[src/rtl/accel_cmd_issuer_if.sv]
// Host/accelerator signal bundle for the layer command issuer.
// The issuer takes the slave side; the host/accelerator model takes the master side.
interface accel_cmd_issuer_if;
    logic        start;
    logic [15:0] in_addr;
    logic [15:0] weight_addr;
    logic [15:0] out_addr;
    logic [15:0] num_in;
    logic [15:0] num_out;
    logic        add_done;
    logic        neuron_done;
    logic        Enable;
    logic [15:0] databus;
    logic        busrdwr;
    logic        DVAL;
    logic        busy;
    logic        done;
    logic        err;

    modport master (
        output start, in_addr, weight_addr, out_addr, num_in, num_out,
        output add_done, neuron_done,
        input  Enable, databus, busrdwr, DVAL, busy, done, err
    );

    modport slave (
        input  start, in_addr, weight_addr, out_addr, num_in, num_out,
        input  add_done, neuron_done,
        output Enable, databus, busrdwr, DVAL, busy, done, err
    );
endinterface

[src/rtl/accel_cmd_issuer.sv]
// Issues one layer to the MAC accelerator: enable pulse, five descriptor words,
// then one DVAL per chunk, with a watchdog guarding every accelerator handshake.
module accel_cmd_issuer #(
    parameter int PE_SIZE = 16,
    parameter int TIMEOUT = 1023
) (
    input logic               clk,
    input logic               rst,
    accel_cmd_issuer_if.slave bus
);
    typedef enum logic [2:0] {
        IDLE, CHECK, ENABLE, SEND, ARM, WAIT_ADD, FINISH, ERROR
    } state_t;

    localparam int              PE_SHIFT = $clog2(PE_SIZE);
    localparam int              WD_W     = $clog2(TIMEOUT + 1);
    localparam logic [15:0]     PE_MASK  = 16'(PE_SIZE - 1);
    localparam logic [WD_W-1:0] WD_LIMIT = WD_W'(TIMEOUT);

    state_t          state_q;
    logic [15:0]     in_addr_q, weight_addr_q, out_addr_q, num_in_q, num_out_q;
    logic [31:0]     chunk_cnt_q;
    logic [15:0]     neuron_cnt_q;
    logic [WD_W-1:0] wdog_q;
    logic [2:0]      word_q;
    logic            enable_q, busrdwr_q, dval_q, busy_q, done_q, err_q;
    logic [15:0]     databus_q;

    logic [31:0]     total_chunks_s, chunk_cnt_d;
    logic [WD_W-1:0] wdog_d;
    logic [2:0]      word_d;
    logic            bad_desc_s;

    function automatic logic [15:0] desc_word(input logic [2:0] idx,
                                              input logic [15:0] w0, w1, w2, w3, w4);
        case (idx)
            3'd0:    desc_word = w0;
            3'd1:    desc_word = w1;
            3'd2:    desc_word = w2;
            3'd3:    desc_word = w3;
            3'd4:    desc_word = w4;
            default: desc_word = 16'h0000;
        endcase
    endfunction

    assign total_chunks_s = {16'h0000, num_in_q >> PE_SHIFT} * {16'h0000, num_out_q};
    assign chunk_cnt_d    = chunk_cnt_q + 32'd1;
    assign wdog_d         = wdog_q + WD_W'(1);
    assign word_d         = word_q + 3'd1;
    assign bad_desc_s     = (num_in_q == 16'h0000) || (num_out_q == 16'h0000) ||
                            ((num_in_q & PE_MASK) != 16'h0000);

    // Layer sequencer; pulse outputs default low so they can never overlap.
    always_ff @(posedge clk or posedge rst) begin
        if (rst) begin
            state_q       <= IDLE;
            in_addr_q     <= 16'h0000;
            weight_addr_q <= 16'h0000;
            out_addr_q    <= 16'h0000;
            num_in_q      <= 16'h0000;
            num_out_q     <= 16'h0000;
            chunk_cnt_q   <= 32'd0;
            neuron_cnt_q  <= 16'd0;
            wdog_q        <= '0;
            word_q        <= 3'd0;
            enable_q      <= 1'b0;
            busrdwr_q     <= 1'b0;
            dval_q        <= 1'b0;
            databus_q     <= 16'h0000;
            busy_q        <= 1'b0;
            done_q        <= 1'b0;
            err_q         <= 1'b0;
        end else begin
            enable_q  <= 1'b0;
            busrdwr_q <= 1'b0;
            dval_q    <= 1'b0;
            databus_q <= 16'h0000;
            if ((state_q != IDLE) && bus.neuron_done) begin
                neuron_cnt_q <= neuron_cnt_q + 16'd1;
            end
            case (state_q)
                IDLE: begin
                    if (bus.start) begin
                        in_addr_q     <= bus.in_addr;
                        weight_addr_q <= bus.weight_addr;
                        out_addr_q    <= bus.out_addr;
                        num_in_q      <= bus.num_in;
                        num_out_q     <= bus.num_out;
                        chunk_cnt_q   <= 32'd0;
                        neuron_cnt_q  <= 16'd0;
                        wdog_q        <= '0;
                        word_q        <= 3'd0;
                        busy_q        <= 1'b1;
                        done_q        <= 1'b0;
                        err_q         <= 1'b0;
                        state_q       <= CHECK;
                    end
                end
                CHECK: begin
                    if (bad_desc_s) begin
                        err_q   <= 1'b1;
                        busy_q  <= 1'b0;
                        state_q <= ERROR;
                    end else begin
                        enable_q <= 1'b1;
                        state_q  <= ENABLE;
                    end
                end
                ENABLE: begin
                    busrdwr_q <= 1'b1;
                    databus_q <= in_addr_q;
                    word_q    <= 3'd0;
                    state_q   <= SEND;
                end
                SEND: begin
                    if (word_q == 3'd4) begin
                        dval_q  <= 1'b1;
                        wdog_q  <= '0;
                        state_q <= ARM;
                    end else begin
                        word_q    <= word_d;
                        busrdwr_q <= 1'b1;
                        databus_q <= desc_word(word_d, in_addr_q, weight_addr_q,
                                               out_addr_q, num_in_q, num_out_q);
                    end
                end
                // The watchdog counts cycles since the DVAL pulse, so ARM counts too.
                ARM: begin
                    wdog_q  <= wdog_d;
                    state_q <= WAIT_ADD;
                end
                WAIT_ADD: begin
                    if (bus.add_done) begin
                        chunk_cnt_q <= chunk_cnt_d;
                        wdog_q      <= '0;
                        if (chunk_cnt_d == total_chunks_s) begin
                            state_q <= FINISH;
                        end else begin
                            dval_q  <= 1'b1;
                            state_q <= ARM;
                        end
                    end else if (wdog_d >= WD_LIMIT) begin
                        err_q   <= 1'b1;
                        busy_q  <= 1'b0;
                        state_q <= ERROR;
                    end else begin
                        wdog_q <= wdog_d;
                    end
                end
                FINISH: begin
                    if (neuron_cnt_q == num_out_q) begin
                        done_q  <= 1'b1;
                        busy_q  <= 1'b0;
                        state_q <= IDLE;
                    end else if (bus.neuron_done) begin
                        wdog_q <= '0;
                    end else if (wdog_d >= WD_LIMIT) begin
                        err_q   <= 1'b1;
                        busy_q  <= 1'b0;
                        state_q <= ERROR;
                    end else begin
                        wdog_q <= wdog_d;
                    end
                end
                ERROR: begin
                    state_q <= IDLE;
                end
                default: begin
                    busy_q  <= 1'b0;
                    state_q <= IDLE;
                end
            endcase
        end
    end

    assign bus.Enable  = enable_q;
    assign bus.databus = databus_q;
    assign bus.busrdwr = busrdwr_q;
    assign bus.DVAL    = dval_q;
    assign bus.busy    = busy_q;
    assign bus.done    = done_q;
    assign bus.err     = err_q;
endmodule
[src/flat_wrapper.sv]
// flat-port wrapper written by rule: the top's interface ports become plain ports
module accel_cmd_issuer_flat 
#(
    parameter int PE_SIZE = 16,
    parameter int TIMEOUT = 1023
)
  (clk, rst, bus_start, bus_in_addr, bus_weight_addr, bus_out_addr, bus_num_in, bus_num_out, bus_add_done, bus_neuron_done, bus_Enable, bus_databus, bus_busrdwr, bus_DVAL, bus_busy, bus_done, bus_err);
  accel_cmd_issuer_if bus_i ();
  input logic clk;
  input logic rst;
  input wire logic [$bits(bus_i.start)-1:0] bus_start;
  input wire logic [$bits(bus_i.in_addr)-1:0] bus_in_addr;
  input wire logic [$bits(bus_i.weight_addr)-1:0] bus_weight_addr;
  input wire logic [$bits(bus_i.out_addr)-1:0] bus_out_addr;
  input wire logic [$bits(bus_i.num_in)-1:0] bus_num_in;
  input wire logic [$bits(bus_i.num_out)-1:0] bus_num_out;
  input wire logic [$bits(bus_i.add_done)-1:0] bus_add_done;
  input wire logic [$bits(bus_i.neuron_done)-1:0] bus_neuron_done;
  output wire logic [$bits(bus_i.Enable)-1:0] bus_Enable;
  output wire logic [$bits(bus_i.databus)-1:0] bus_databus;
  output wire logic [$bits(bus_i.busrdwr)-1:0] bus_busrdwr;
  output wire logic [$bits(bus_i.DVAL)-1:0] bus_DVAL;
  output wire logic [$bits(bus_i.busy)-1:0] bus_busy;
  output wire logic [$bits(bus_i.done)-1:0] bus_done;
  output wire logic [$bits(bus_i.err)-1:0] bus_err;
  assign bus_i.start = bus_start;
  assign bus_i.in_addr = bus_in_addr;
  assign bus_i.weight_addr = bus_weight_addr;
  assign bus_i.out_addr = bus_out_addr;
  assign bus_i.num_in = bus_num_in;
  assign bus_i.num_out = bus_num_out;
  assign bus_i.add_done = bus_add_done;
  assign bus_i.neuron_done = bus_neuron_done;
  assign bus_Enable = bus_i.Enable;
  assign bus_databus = bus_i.databus;
  assign bus_busrdwr = bus_i.busrdwr;
  assign bus_DVAL = bus_i.DVAL;
  assign bus_busy = bus_i.busy;
  assign bus_done = bus_i.done;
  assign bus_err = bus_i.err;
  accel_cmd_issuer #(.PE_SIZE(PE_SIZE), .TIMEOUT(TIMEOUT)) u_core (.clk(clk), .rst(rst), .bus(bus_i));
endmodule
[config.mk]
export PLATFORM = sky130hd
export DESIGN_NAME = accel_cmd_issuer_flat
export DESIGN_NICKNAME = d
export VERILOG_FILES = /design/src/rtl/accel_cmd_issuer_if.sv /design/src/rtl/accel_cmd_issuer.sv /design/src/flat_wrapper.sv
export SDC_FILE = /design/constraint.sdc
export NUM_CORES = 1
export LEC_CHECK = 0
export CAP_MARGIN = 20
export CORE_MARGIN = 4
export CORE_UTILIZATION = 32
export DETAILED_ROUTE_END_ITERATION = 10
export GPL_TIMING_DRIVEN = 0
export SLEW_MARGIN = 0
export SYNTH_ARGS = -nofsm -noshare
export SYNTH_HDL_FRONTEND = slang
export SYNTH_SLANG_ARGS = --single-unit
export TNS_END_PERCENT = 1
[constraint.sdc]
create_clock -name clk -period 5.2 [get_ports clk]
set_clock_uncertainty 0.05 [all_clocks]
set_input_delay 1.04 -clock clk [delete_from_list [all_inputs] [get_ports clk]]
set_output_delay 1.04 -clock clk [all_outputs]
set_load 0.05 [all_outputs]
Word-level counts from Yosys, hierarchy flattened
Index checks and enable logic that the tools add are counted.
{"block": "op_classes", "n_addsub": 4, "mul": 1, "order_cmp": 1, "eq_ne": 24, "mux": 52, "n_reduce_logical": 22}
{"cell": "16-bit one-hot mux with 5 select lines", "n": 1}
{"cell": "16-bit 2-to-1 mux", "n": 4}
{"cell": "32-bit 2-to-1 mux", "n": 2}
{"cell": "32-bit one-hot mux with 2 select lines", "n": 1}
{"cell": "10-bit 2-to-1 mux", "n": 6}
{"cell": "10-bit one-hot mux with 5 select lines", "n": 1}
{"cell": "32-bit by 1-bit adder with 32-bit output, second input constant", "n": 1}
{"cell": "32-bit equality test", "n": 1}
{"cell": "16-bit zero test", "n": 2}
{"cell": "16-bit one-hot mux with 2 select lines", "n": 1}
{"cell": "12-bit by 16-bit multiplier with 28-bit output", "n": 1}
{"cell": "3-bit 2-to-1 mux", "n": 9}
{"cell": "3-bit one-hot mux with 8 select lines", "n": 1}
{"cell": "1-bit 2-to-1 mux", "n": 19}
{"cell": "3-bit equality test, second input constant", "n": 6}
{"cell": "16-bit by 1-bit adder with 16-bit output, second input constant", "n": 1}
{"cell": "16-bit equality test", "n": 1}
{"cell": "16-bit nonzero test", "n": 1}
{"cell": "3-bit by 2-bit equality test with 1-bit output, second input constant", "n": 4}
{"cell": "2-bit inequality test, second input constant", "n": 6}
{"cell": "3-bit AND reduction", "n": 4}
{"cell": "10-bit by 1-bit adder with 10-bit output, second input constant", "n": 1}
{"cell": "10-bit >= comparator, second input constant", "n": 1}
{"cell": "3-bit one-hot mux with 3 select lines", "n": 1}
{"cell": "18 further kinds", "n": 28}
{"block": "totals", "register_bits": 166, "input_bits": 85, "output_inout_bits": 22, "word_cells": 121}

Longest topological paths before layout
Gate-level depths: netlist of run 1.
{"block": "logic_depth", "ltp_word": 6, "mapped_depth": 23, "depth_no_buf": 21}

Least setup slack after synthesis of run 1
Ideal clock, no wire load.
{"block": "synth_timing", "path_type": "register to register", "from": "register u_core.num_in_q[9]", "to": "register u_core.dval_q (netlist: u_core.bus.DVAL)", "setup_ns": 0.131, "arrival_ns": 5.609, "t_required_ns": 5.019, "slack_ns": -0.590, "stages_incl_launch_ff": 20, "path_buffers": 2, "synth_period_minus_slack_ns": 5.790, "path_cell_list": "dfrtp_1 clkbuf_1 buf_1 nand2_1 fa_1 fa_1 fa_1 fa_1 fa_1 inv_1 ha_1 and3_1 a221o_1 a21oi_1 o21ai_0 a221o_1 a21oi_1 nand4_1 nor4_2 o21ai_1"}
{"block": "synth_via", "elab_chain_cells": 5}
{"item": "start: declaration", "line": "accel_cmd_issuer.sv:21", "text": "logic [15:0] in_addr_q, weight_addr_q, out_addr_q, num_in_q, num_out_q;"}
{"item": "start signal: assignment", "line": "accel_cmd_issuer.sv:87", "text": "num_in_q <= bus.num_in;"}
{"item": "12-bit by 16-bit multiplier with 28-bit output", "line": "accel_cmd_issuer.sv:46", "text": "assign total_chunks_s = {16'h0000, num_in_q >> PE_SHIFT} * {16'h0000, num_out_q};"}
{"item": "32-bit equality test", "line": "accel_cmd_issuer.sv:136", "text": "if (chunk_cnt_d == total_chunks_s) begin"}
{"item": "1-bit 2-to-1 mux", "line": "accel_cmd_issuer.sv:136"}
{"item": "1-bit 2-to-1 mux", "line": "accel_cmd_issuer.sv:133", "text": "if (bus.add_done) begin"}
{"item": "1-bit one-hot mux with 2 select lines", "line": "accel_cmd_issuer.sv:81", "text": "case (state_q)"}
{"item": "end signal: assignment", "line": "accel_cmd_issuer.sv:76", "text": "dval_q <= 1'b0;"}
{"item": "end signal: assignment", "line": "accel_cmd_issuer.sv:117", "text": "dval_q <= 1'b1;"}
{"item": "end signal: assignment", "line": "accel_cmd_issuer.sv:139", "text": "dval_q <= 1'b1;"}
{"item": "end: declaration", "line": "accel_cmd_issuer.sv:26", "text": "logic enable_q, busrdwr_q, dval_q, busy_q, done_q, err_q;"}
Every way passes these cells.
A chain may end at the register's enable or synchronous reset.

Worst setup path in the final report of run 1
{"block": "layout_timing", "from": "register u_core.num_in_q[15]", "to": "register u_core.dval_q (netlist: u_core.bus.DVAL)"}
The elaborated chain is that of the path after synthesis.

==> results.yml, run 1 <==
synthesis:
  synthCells: 1751
  synth_top_area_share_pct: 27.8
  ys_warn_count: 0
  syn_area_sq_um: 14900
  synth_cell_types: 61
  ys_top_cells_by_area: "dfrtp_1, fa_1, nand2_1"
  synth_seq_cells: 166
  synth_largest_area_cell: "dfrtp_1"
  syn_avg_cell_area_sq_um: 8.54
  syn-num-nets: 2052
  synth-edff-count: 0
  yosysSeqAreaShare_pct: 27.8
  async_flop_share_pct: 100
  synthFlopType: "dfrtp_1"
cts:
  tritoncts.num_buffers: 17
  root_buffer: "clkbuf_16"
  cts_max_path_buffers: 2
  clk_latency_ps: 450
  clock-sinks: 166
  htreeDepth: 4
  cts_tree: "done"
  path_clk_slew_ps: 70
die:
  die_w_um: 224
  coreArea_sq_um: 45800
  initial_core_util_pct: 32.7
  ios: 107
  die_area_sq_um: 50200
  num_rows: 78
  die_h_um: 224
cells_and_area:
  layout-drive-gt1-share_pct: 11.6
  multi_input_area_sq_um: 10300
  regArea_sq_um: 4190
  postLayoutCoreUtil_pct: 40.3
  final_nets: 2219
  area_growth_syn_to_layout_pct: 23.5
  fillCellCount: 4502
  stdcell_count: 2531
  diodes: 0
timing:
  min_period_ps: 5640
  setup_viol: 2
  rsz0062_at_grt: "yes"
  finalHoldViolations: 0
  tightest_slew_ps: 911
  slew_viol_final: 0
  period_share_pct: 108
  hold_slack_ps: 430
  fin_ws_ps: -438
  maxSlewHeadroom_pct: 39.3
  tns_ps: -855
  fmax_mhz: 177
place:
  hpwl_mm: 34.7
  io_buffers: 106
  gp_congestion: 0.921
  placed_cells: 2462
min_path:
  hold_start: "u_core.out_addr_q[8]$_DFFE_PP0P_"
  hold_class: "flop to flop"
  hold_path_end: "u_core.out_addr_q[8]$_DFFE_PP0P_"
  min_path_cells: 2
setup_path:
  start_kind: "flop"
  crit_path_end_kind: "flop"
  required_ps: 5460
  timing.rr.start: "u_core.num_in_q[15]$_DFFE_PP0P_"
  crit_type: "flop to flop"
  rrSetupSlack_ps: -440
  cp_max_fo: 7
  reg2reg_to: "u_core.bus.DVAL$_DFF_PP0_"
  ff2ff_path_depth: 21
  arrival_ps: 5900
global_route:
  grt_pass1_vias: 13300
  grt_usage_pct: 18.3
  grt_max_degree: 42
  grt-ovfl-total: 0
  antenna_found_initial: 0
  grt_pass1_wl_mm: 73.4
detailed_routing:
  drtIter0Drc: 1120
  routed_wl_mm: 45.9
  routed_via_density: 5.20
  ant_nets: 0
  dr_total_vias: 13200
  drc: 0
  wl_per_cell_um: 18.2
  dr.pass1.iters: 5
status:
  status: "finished with violations"
  violations: "setup timing"
job:
  maxCapViolations: 0
[layer usage]
metal	vias up	wire (um)	GRT usage, %
met5	-	0	0
met4	0	904	4.20
met1	6572	19700	25.1
met3	61	3340	3.72
met2	472	22000	30.0
li1	6060	-	-
[cell usage after synthesis, types with 3 or more instances]
| cell | instances |
|---|---|
| nand2_1 | 435 |
| dfrtp_1 | 166 |
| fa_1 | 140 |
| inv_1 | 139 |
| and2_1 | 104 |
| clkbuf_1 | 94 |
| o21ai_0 | 91 |
| ha_1 | 76 |
| nor2_1 | 74 |
| xnor2_1 | 70 |
| a21oi_1 | 52 |
| nand3_1 | 38 |
| nand4_1 | 25 |
| xor2_1 | 24 |
| o31ai_1 | 22 |
| a22o_1 | 19 |
| nor4_1 | 19 |
| and3_1 | 18 |
| a221oi_1 | 16 |
| nor3_1 | 14 |
| a21o_1 | 10 |
| a31oi_1 | 10 |
| nor2b_1 | 7 |
| o21a_1 | 7 |
| buf_1 | 6 |
| and4_1 | 4 |
| buf_2 | 4 |
| o21ai_1 | 4 |
| o41ai_1 | 4 |
| or3_1 | 4 |
| a21boi_0 | 3 |
| a221o_1 | 3 |
| a2bb2oi_1 | 3 |
| a41oi_1 | 3 |
| or2_2 | 3 |
| xnor3_1 | 3 |
[layout make-up]
type                            count  area share (%)
Multi-Input combinational cell   1340            55.6
Timing Repair Buffer              162            8.58
Tap cell                          600            4.07
Buffer                             92            2.95
Inverter                          139            2.85
Sequential cell                   166            22.7
Clock buffer                       17            2.30
Clock inverter                     15           0.976
[flip-flops by register name, indices dropped and copies added, names as in the netlist]
register,cells
u_core.bus.DVAL,1
u_core.bus.busy,1
u_core.neuron_cnt_q,16
u_core.bus.databus,16
u_core.out_addr_q,16
u_core.bus.Enable,1
u_core.in_addr_q,16
u_core.chunk_cnt_q,32
u_core.state_q,3
u_core.wdog_q,10
u_core.bus.busrdwr,1
u_core.bus.done,1
u_core.bus.err,1
u_core.word_q,3
u_core.weight_addr_q,16
u_core.num_in_q,16
u_core.num_out_q,16
[how the worst max path moves through the flow]
stage / slack (ps) / start / depth (start not counted) / endpoint
final: -440 / u_core.num_in_q[15]$_DFFE_PP0P_ / 21 / u_core.bus.DVAL$_DFF_PP0_
after global routing: -680 / u_core.num_in_q[8]$_DFFE_PP0P_ / 25 / u_core.bus.DVAL$_DFF_PP0_
after CTS: -460 / u_core.num_in_q[8]$_DFFE_PP0P_ / 22 / u_core.bus.DVAL$_DFF_PP0_
after detailed placement: -1890 / u_core.num_in_q[14]$_DFFE_PP0P_ / 18 / u_core.bus.DVAL$_DFF_PP0_
after global placement: -1890 / u_core.num_in_q[14]$_DFFE_PP0P_ / 20 / u_core.bus.DVAL$_DFF_PP0_
after floorplan: -370 / u_core.num_in_q[15]$_DFFE_PP0P_ / 18 / u_core.bus.DVAL$_DFF_PP0_
[cells in the final DEF, fill, tap and decap left out, types with 14 or more instances in the layout]
cell type	n
nor2_1	73
o31ai_1	22
xor2_1	24
buf_4	50
ha_1	59
inv_1	133
fa_1	136
a221oi_1	16
o21ai_0	85
a22o_1	19
nand4_1	25
a21oi_1	40
clkbuf_16	18
nor3_1	14
and3_1	18
nand2_1	428
dfrtp_2	26
and2_1	104
dfrtp_1	140
clkbuf_1	52
clkdlybuf4s50_1	106
nor4_1	16
nand3_1	38
xnor2_1	69
[critical path: stages, from the launching register on]
cell	delay, ps
dfrtp_2	460
buf_4	180
and2_1	180
fa_1	540
inv_1	50
fa_1	500
fa_1	540
inv_1	50
fa_1	590
ha_1	280
ha_4	290
a21oi_2	190
o21a_1	170
a2bb2oi_1	160
a21boi_1	110
nor4_2	290
buf_4	170
a2bb2oi_2	140
a21oi_2	60
nor4_4	260
buf_4	180
o21ai_2	60
[cells by family (layout without fill, tap and decap cells)]
logic type	Yosys count	in the layout	share of synthesized area (%)
adder cells (fa/ha/maj)	216	216	25.1
flip-flops	166	166	27.8
AO/OA/AOI/OAI	264	264	11.2
AND/OR/NAND/NOR	760	760	23.3
buffers and inverters	245	425	6.22
multiplexers	1	1	0.0753
XOR/XNOR	99	99	6.28
[stage by stage]
step                      instance area, sq um  setup slack (ps)
final                                    18500              -438
after global routing                     18500              -680
after CTS                                18300              -458
after detailed placement                 16900             -1890
after global placement                   16800             -1890
after floorplan                          15000              -368
[repair_timing]
action,in CTS,in global routing
endpoints found under the setup margin,2,2
gates resized for setup,165,26
hold buffers,0,0
gates cloned,2,0
pin swaps,54,24
buffers inserted,43,6
endpoints found under the hold margin,0,0
Power of run 1 is not shown: default switching activity piles up to over one toggle a cycle in this logic, so the estimate is an artifact.
==> run 2: changes to the inputs <==
Settings changed: ABC_CLOCK_PERIOD_IN_PS set to 5200.
==> results of run 2 <==
Final layout, timing and power as in run 1 (identical DEF).
Power of run 2 is left out for the same reason.
==> run 3: changes to the inputs <==
Settings changed: ABC_CLOCK_PERIOD_IN_PS 5200 to 4880, CORE_MARGIN 4 to 5.
Clock period 5.2 ns to 4.88 ns, I/O delays scaled along.
==> run 3 against run 2 <==
Against the previous run:
- highest routed layer unchanged
- global-route usage is 0.24 points lower
- sequential cell count stayed put
- register-to-register slack worse by 350 ps
- worst setup slack worse by 350 ps
- sequential share of layout area is 0.083 points higher
- cell count is 0.12% lower
- wire length is 0.27% higher
- maximum frequency is 0.55% lower
- utilization is 0.67 points lower
- design area is 0.39% lower
- critical endpoint unchanged
- count of clock-buffer cells in the layout stayed put
- the flow still finishes with violations (setup timing)
- first-iteration DRC count is 12% lower
==> results.yml, run 3 (synthesis results as in run 1) <==
status:
  status: "finished with violations"
  violations: "setup timing"
place:
  io_buffers: 106
  hpwl_mm: 35.4
  gp_congestion: 0.891
  placed_cells: 2469
setup_path:
  worstPathCellList: "buf_4 -> and2_1 -> fa_1 -> inv_1 -> fa_1 -> fa_1 -> inv_1 -> fa_1 -> ha_1 -> ha_4 -> a21oi_4 -> o21a_1 -> a2bb2oi_1 -> a21boi_2 -> o31a_1 -> nor2_1 -> a21oi_2 -> nor4_4 -> buf_4 -> o21ai_2"
  cpPeakStageDelay_ps: 540
  start_kind: "flop"
  required_ps: 5150
  arrival_ps: 5940
  ff2ff_path_depth: 20
  crit_top_cell: "fa_1"
  crit_type: "flop to flop"
  reg2reg_to: "u_core.bus.DVAL$_DFF_PP0_"
  cp_max_fo: 9
  crit_path_end_kind: "flop"
  slowest_stage: "fa_1"
  rrSetupSlack_ps: -790
  timing.rr.start: "u_core.num_in_q[15]$_DFFE_PP0P_"
cells_and_area:
  fillCellCount: 4561
  final_cell_mix: "nand2_1, dfrtp_1, fa_1, inv_1, clkdlybuf4s50_1"
  stdcell_count: 2528
  largest_reg_flops: 32
  postLayoutCoreUtil_pct: 39.7
  layout-drive-gt1-share_pct: 11.0
  regArea_sq_um: 4190
  multi_input_area_sq_um: 10300
  area_growth_syn_to_layout_pct: 23.1
  regMostFlops: "u_core.chunk_cnt_q"
  final_common_cell: "nand2_1"
  diodes: 0
  final_nets: 2209
min_path:
  hold_class: "flop to flop"
  hold_start: "u_core.in_addr_q[12]$_DFFE_PP0P_"
  hold_path_end: "u_core.in_addr_q[12]$_DFFE_PP0P_"
  min_path_cells: 2
timing:
  hold_slack_ps: 430
  fmax_mhz: 176
  tightest_slew_ps: 896
  rsz0062_at_grt: "yes"
  slew_viol_final: 0
  fin_ws_ps: -789
  maxSlewHeadroom_pct: 40.3
  finalHoldViolations: 0
  setup_viol: 2
  tns_ps: -1550
  min_period_ps: 5670
  period_share_pct: 116
cts:
  cts_tree: "done"
  root_buffer: "clkbuf_16"
  cts_max_path_buffers: 2
  tritoncts.num_buffers: 17
  clk_latency_ps: 460
  htreeDepth: 4
  clock-sinks: 166
  path_clk_slew_ps: 70
global_route:
  antenna_found_initial: 0
  grt-ovfl-total: 0
  grt_pass1_vias: 13400
  grt_pass1_wl_mm: 73.1
  grt_usage_pct: 18.0
  grt_max_degree: 42
die:
  initial_core_util_pct: 32.2
  die_h_um: 226
  num_rows: 79
  coreArea_sq_um: 46400
  die_area_sq_um: 51100
  die_w_um: 226
  ios: 107
job:
  maxCapViolations: 0
detailed_routing:
  wl_per_cell_um: 18.2
  dr.pass1.iters: 5
  routed_wl_mm: 46.1
  dr_total_vias: 13000
  routed_via_density: 5.16
  ant_nets: 0
  drtIter0Drc: 984
  drc: 0
run 3: cell types whose count changed in the layout (fill, tap and decap cells not counted), sizes merged:
cell / delta
buf: -13
bufbuf: -1
bufinv: -1
clkbuf: +4
clkinvlp: +1
run 3: cell type report:
class,count,area share [%]
repair buffers,151,7.97
well taps,607,4.13
clock inverters,15,0.980
multi-input cells,1340,55.7
plain buffers,93,3.25
inverters,139,2.86
flip-flops and latches,166,22.8
clock buffers,17,2.31
run 3: timing repair:
| item | CTS | global route |
|---|---|---|
| resized for setup | 150 | 30 |
| hold buffers | 0 | 0 |
| cloned | 1 | 0 |
| setup endpoints to repair | 2 | 2 |
| setup buffers | 38 | 1 |
| pin swaps | 29 | 26 |
run 3: worst max-delay path, delay by kind of cell (launching register included):
| kind | cells | cell delay, ps |
|---|---|---|
| buffers and inverters | 4 | 500 |
| AND/OR/NAND/NOR | 3 | 580 |
| flip-flops | 1 | 460 |
| AO/OA/AOI/OAI | 7 | 1160 |
| adder cells (fa/ha/maj) | 6 | 2780 |
run 3: how the worst max path moves through the flow:
stage / from / endpoint / slack [ps] / cells past startpoint
final: u_core.num_in_q[15]$_DFFE_PP0P_ / u_core.bus.DVAL$_DFF_PP0_ / -790 / 20
after global routing: u_core.num_in_q[15]$_DFFE_PP0P_ / u_core.bus.DVAL$_DFF_PP0_ / -960 / 20
after CTS: u_core.num_in_q[8]$_DFFE_PP0P_ / u_core.bus.DVAL$_DFF_PP0_ / -800 / 22
after floorplan: u_core.num_in_q[10]$_DFFE_PP0P_ / u_core.bus.DVAL$_DFF_PP0_ / -630 / 21
after global placement: u_core.num_in_q[13]$_DFFE_PP0P_ / u_core.bus.DVAL$_DFF_PP0_ / -2010 / 20
after detailed placement: u_core.num_in_q[13]$_DFFE_PP0P_ / u_core.bus.DVAL$_DFF_PP0_ / -2060 / 19
run 3: layer usage:
| layer | up-vias | track usage, % | routed length (um) |
|---|---|---|---|
| li1 | 6051 | - | - |
| met1 | 6507 | 24.6 | 20200 |
| met2 | 401 | 29.2 | 21800 |
| met3 | 79 | 3.50 | 2780 |
| met4 | 0 | 5.80 | 1300 |
| met5 | - | 0 | 0 |
run 3: through the flow:
step	setup slack [ps]	instance area, sq um
after detailed placement	-2060	16900
after floorplan	-626	15000
after global placement	-2010	16800
after global routing	-961	18400
final	-789	18400
after CTS	-801	18300
Power of run 3 is left out for the same reason.
==> patch, RTL diff (flow settings as in run 3) <==
`PE_SIZE` is set to 16 in 2 places; all go to 32.
--- a/src/rtl/accel_cmd_issuer.sv
+++ b/src/rtl/accel_cmd_issuer.sv
@@ -2,5 +2,5 @@
 // then one DVAL per chunk, with a watchdog guarding every accelerator handshake.
 module accel_cmd_issuer #(
-    parameter int PE_SIZE = 16,
+    parameter int PE_SIZE = 32,
     parameter int TIMEOUT = 1023
 ) (
--- a/src/flat_wrapper.sv
+++ b/src/flat_wrapper.sv
@@ -2,5 +2,5 @@
 module accel_cmd_issuer_flat 
 #(
-    parameter int PE_SIZE = 16,
+    parameter int PE_SIZE = 32,
     parameter int TIMEOUT = 1023
 )
Formal check against the unedited RTL: not equivalent (a bounded check fails within 4 cycles, from zero or initial values and one cycle with rst high).
==> patch against run 3 <==
The flow still finishes with violations (setup timing); cell count fell by 2.8%; synthesized area fell by 3.9%; hold slack barely moved; wire length fell by 6.8%; sequential share of layout area rose by 0.60 points; setup slack got worse by 0.30 ns; core utilization rose by 0.62 points; cell area fell by 2.9%; sequential cell count did not move.
Power is not shown: default switching activity piles up to over one toggle a cycle in this logic, so the estimate is an artifact.
==> patch: results (changes against run 3) <==
----------------------------------------------------
[Min path]
  Sink of the worst hold path ... u_core.in_addr_q[11]
  Hold Path Origin ... u_core.in_addr_q[11]

[Placement]
  Post-detail-place hpwl ... 32200 um (-9.1%)
  Placement Setup Slack ... -1.68 ns (+0.376 ns)
  Total placed cells including tap cells ... 2378 (-3.7%)
  Routability cong. ... 0.866 (-2.7%)
  Placed standard-cell area ... 16700 um2 (-0.81%)

[Critical path]
  Max incr delay on CP ... 0.57 ns (+0.03 ns)
  Crit-path slowest cell ... sky130_fd_sc_hd__fa_2
  Start of the worst register-to-register path ... u_core.num_out_q[7]
  Cell count of the worst reg-to-reg path ... 20 (unchanged)
  Largest fanout on the critical path ... 10 (+1)

[Global route]
  Total global routing track utilization ... 17.3% (-0.78 points)
  Met3 Track Usage GR ... 2.65% (-0.85 points)
  Vias in the first global route ... 12700 (-5.0%)
  Largest net degree at the start of global routing ... 38 (-9.5%)
  Global-route met1 utilization ... 23.2% (-1.3 points)
  Wire length of the first global-routing pass ... 68900 um (-5.8%)
  Fraction of met2 tracks used by global routing ... 29.2% (+0.072 points)
  Number of antenna violations at the first check in global routing ... 4 (+4)

[Yosys]
  Sequential-to-total area share from yosys stat ... 28.9% (+1.1 points)
  Leading cell types by total area after synthesis ... sky130_fd_sc_hd__dfrtp_1 (29%), sky130_fd_sc_hd__fa_1 (17%), sky130_fd_sc_hd__nand2_1 (11%)
  Proportion of register bits with asynchronous set or reset after synthesis ... 100% (unchanged)
  Post-synth top cells ... sky130_fd_sc_hd__nand2_1 (432), sky130_fd_sc_hd__dfrtp_1 (166), sky130_fd_sc_hd__inv_1 (130)
  Number of different library cells in the post-synthesis netlist ... 66 (+8.2%)
  Syn Nets ... 1959 (-4.5%)

[Timing]
  Setup tns final ... -2.17 ns (-0.625 ns)
  Slew Limit Headroom ... 23.6% (-17 points)
  Final hold slack ... 0.430 ns (+0.0000560 ns)
  Worst setup slack after layout ... -1.09 ns (-0.301 ns)
  Setup-failing EPs final ... 2 (unchanged)

[Clocking]
  Cts bufs inserted ... 17 (unchanged)
  Number of setup buffers added after CTS ... 44 (+16%)
  Clock transition at path regs ... 0.08 ns
  Cells resized by post-CTS repair ... 44 (-71%)

[Routing]
  Detail Route met3 WL ... 1980 um (-29%)
  Total routed wire length on the met1 layer ... 19200 um (-4.9%)
  Number of vias per cell ... 5.03 (-2.5%)
  Vias ... 12400 (-5.3%)
  Detailed route wirelength on metal2 ... 20800 um (-4.5%)
  Iteration-0 DRC Markers ... 837 (-15%)

[Finish]
  Layout cells sized above 1 ... 10.4% (-0.62 points)
  Register ranked first by flip-flop count ... u_core.chunk_cnt_q
  Max FFs per register ... 32 (unchanged)
  Number of filler instances in the final layout ... 4489 (-1.6%)
  Number of nets in the final layout ... 2134 (-3.4%)

[Run status]
  Run status ... finished with violations
  Violations in the final reports ... setup timing

----------------------------------------------------
-- patch: cell families (layout without fill, tap and decap cells) --
logic type / Yosys count / after routing / share of synthesized area, %
simple gates: 733 / 733 / 23.4
compound gates: 233 / 233 / 10.5
buf+inv: 228 / 416 / 6.03
fa+ha+maj: 200 / 200 / 24.0
flops: 166 / 166 / 28.9
xor+xnor: 108 / 108 / 6.68
mux: 6 / 6 / 0.453
other cells: 0 / 2 / 0
-- patch: area by class of cell --
type	instances	area (um2)	share of cell area (%)
repair buffers	157	1510	8.44
clock inverters	15	184	1.03
diodes	2	5.00	0.0280
inverters	130	492	2.75
plain buffers	97	761	4.26
well taps	592	741	4.15
multi-input cells	1280	9570	53.6
clock buffers	17	425	2.38
flip-flops and latches	166	4170	23.4
-- patch: critical path, delay by kind of cell (launching register included) --
kind                       cells  cell delay, ns
xor gates and xnor gates       1            0.12
and+or+nand+nor                6            1.37
DFF                            1            0.35
buffers and inverters          3            0.41
adders and majority gates      6            2.85
AOI/OAI and AO/OA              4            0.69
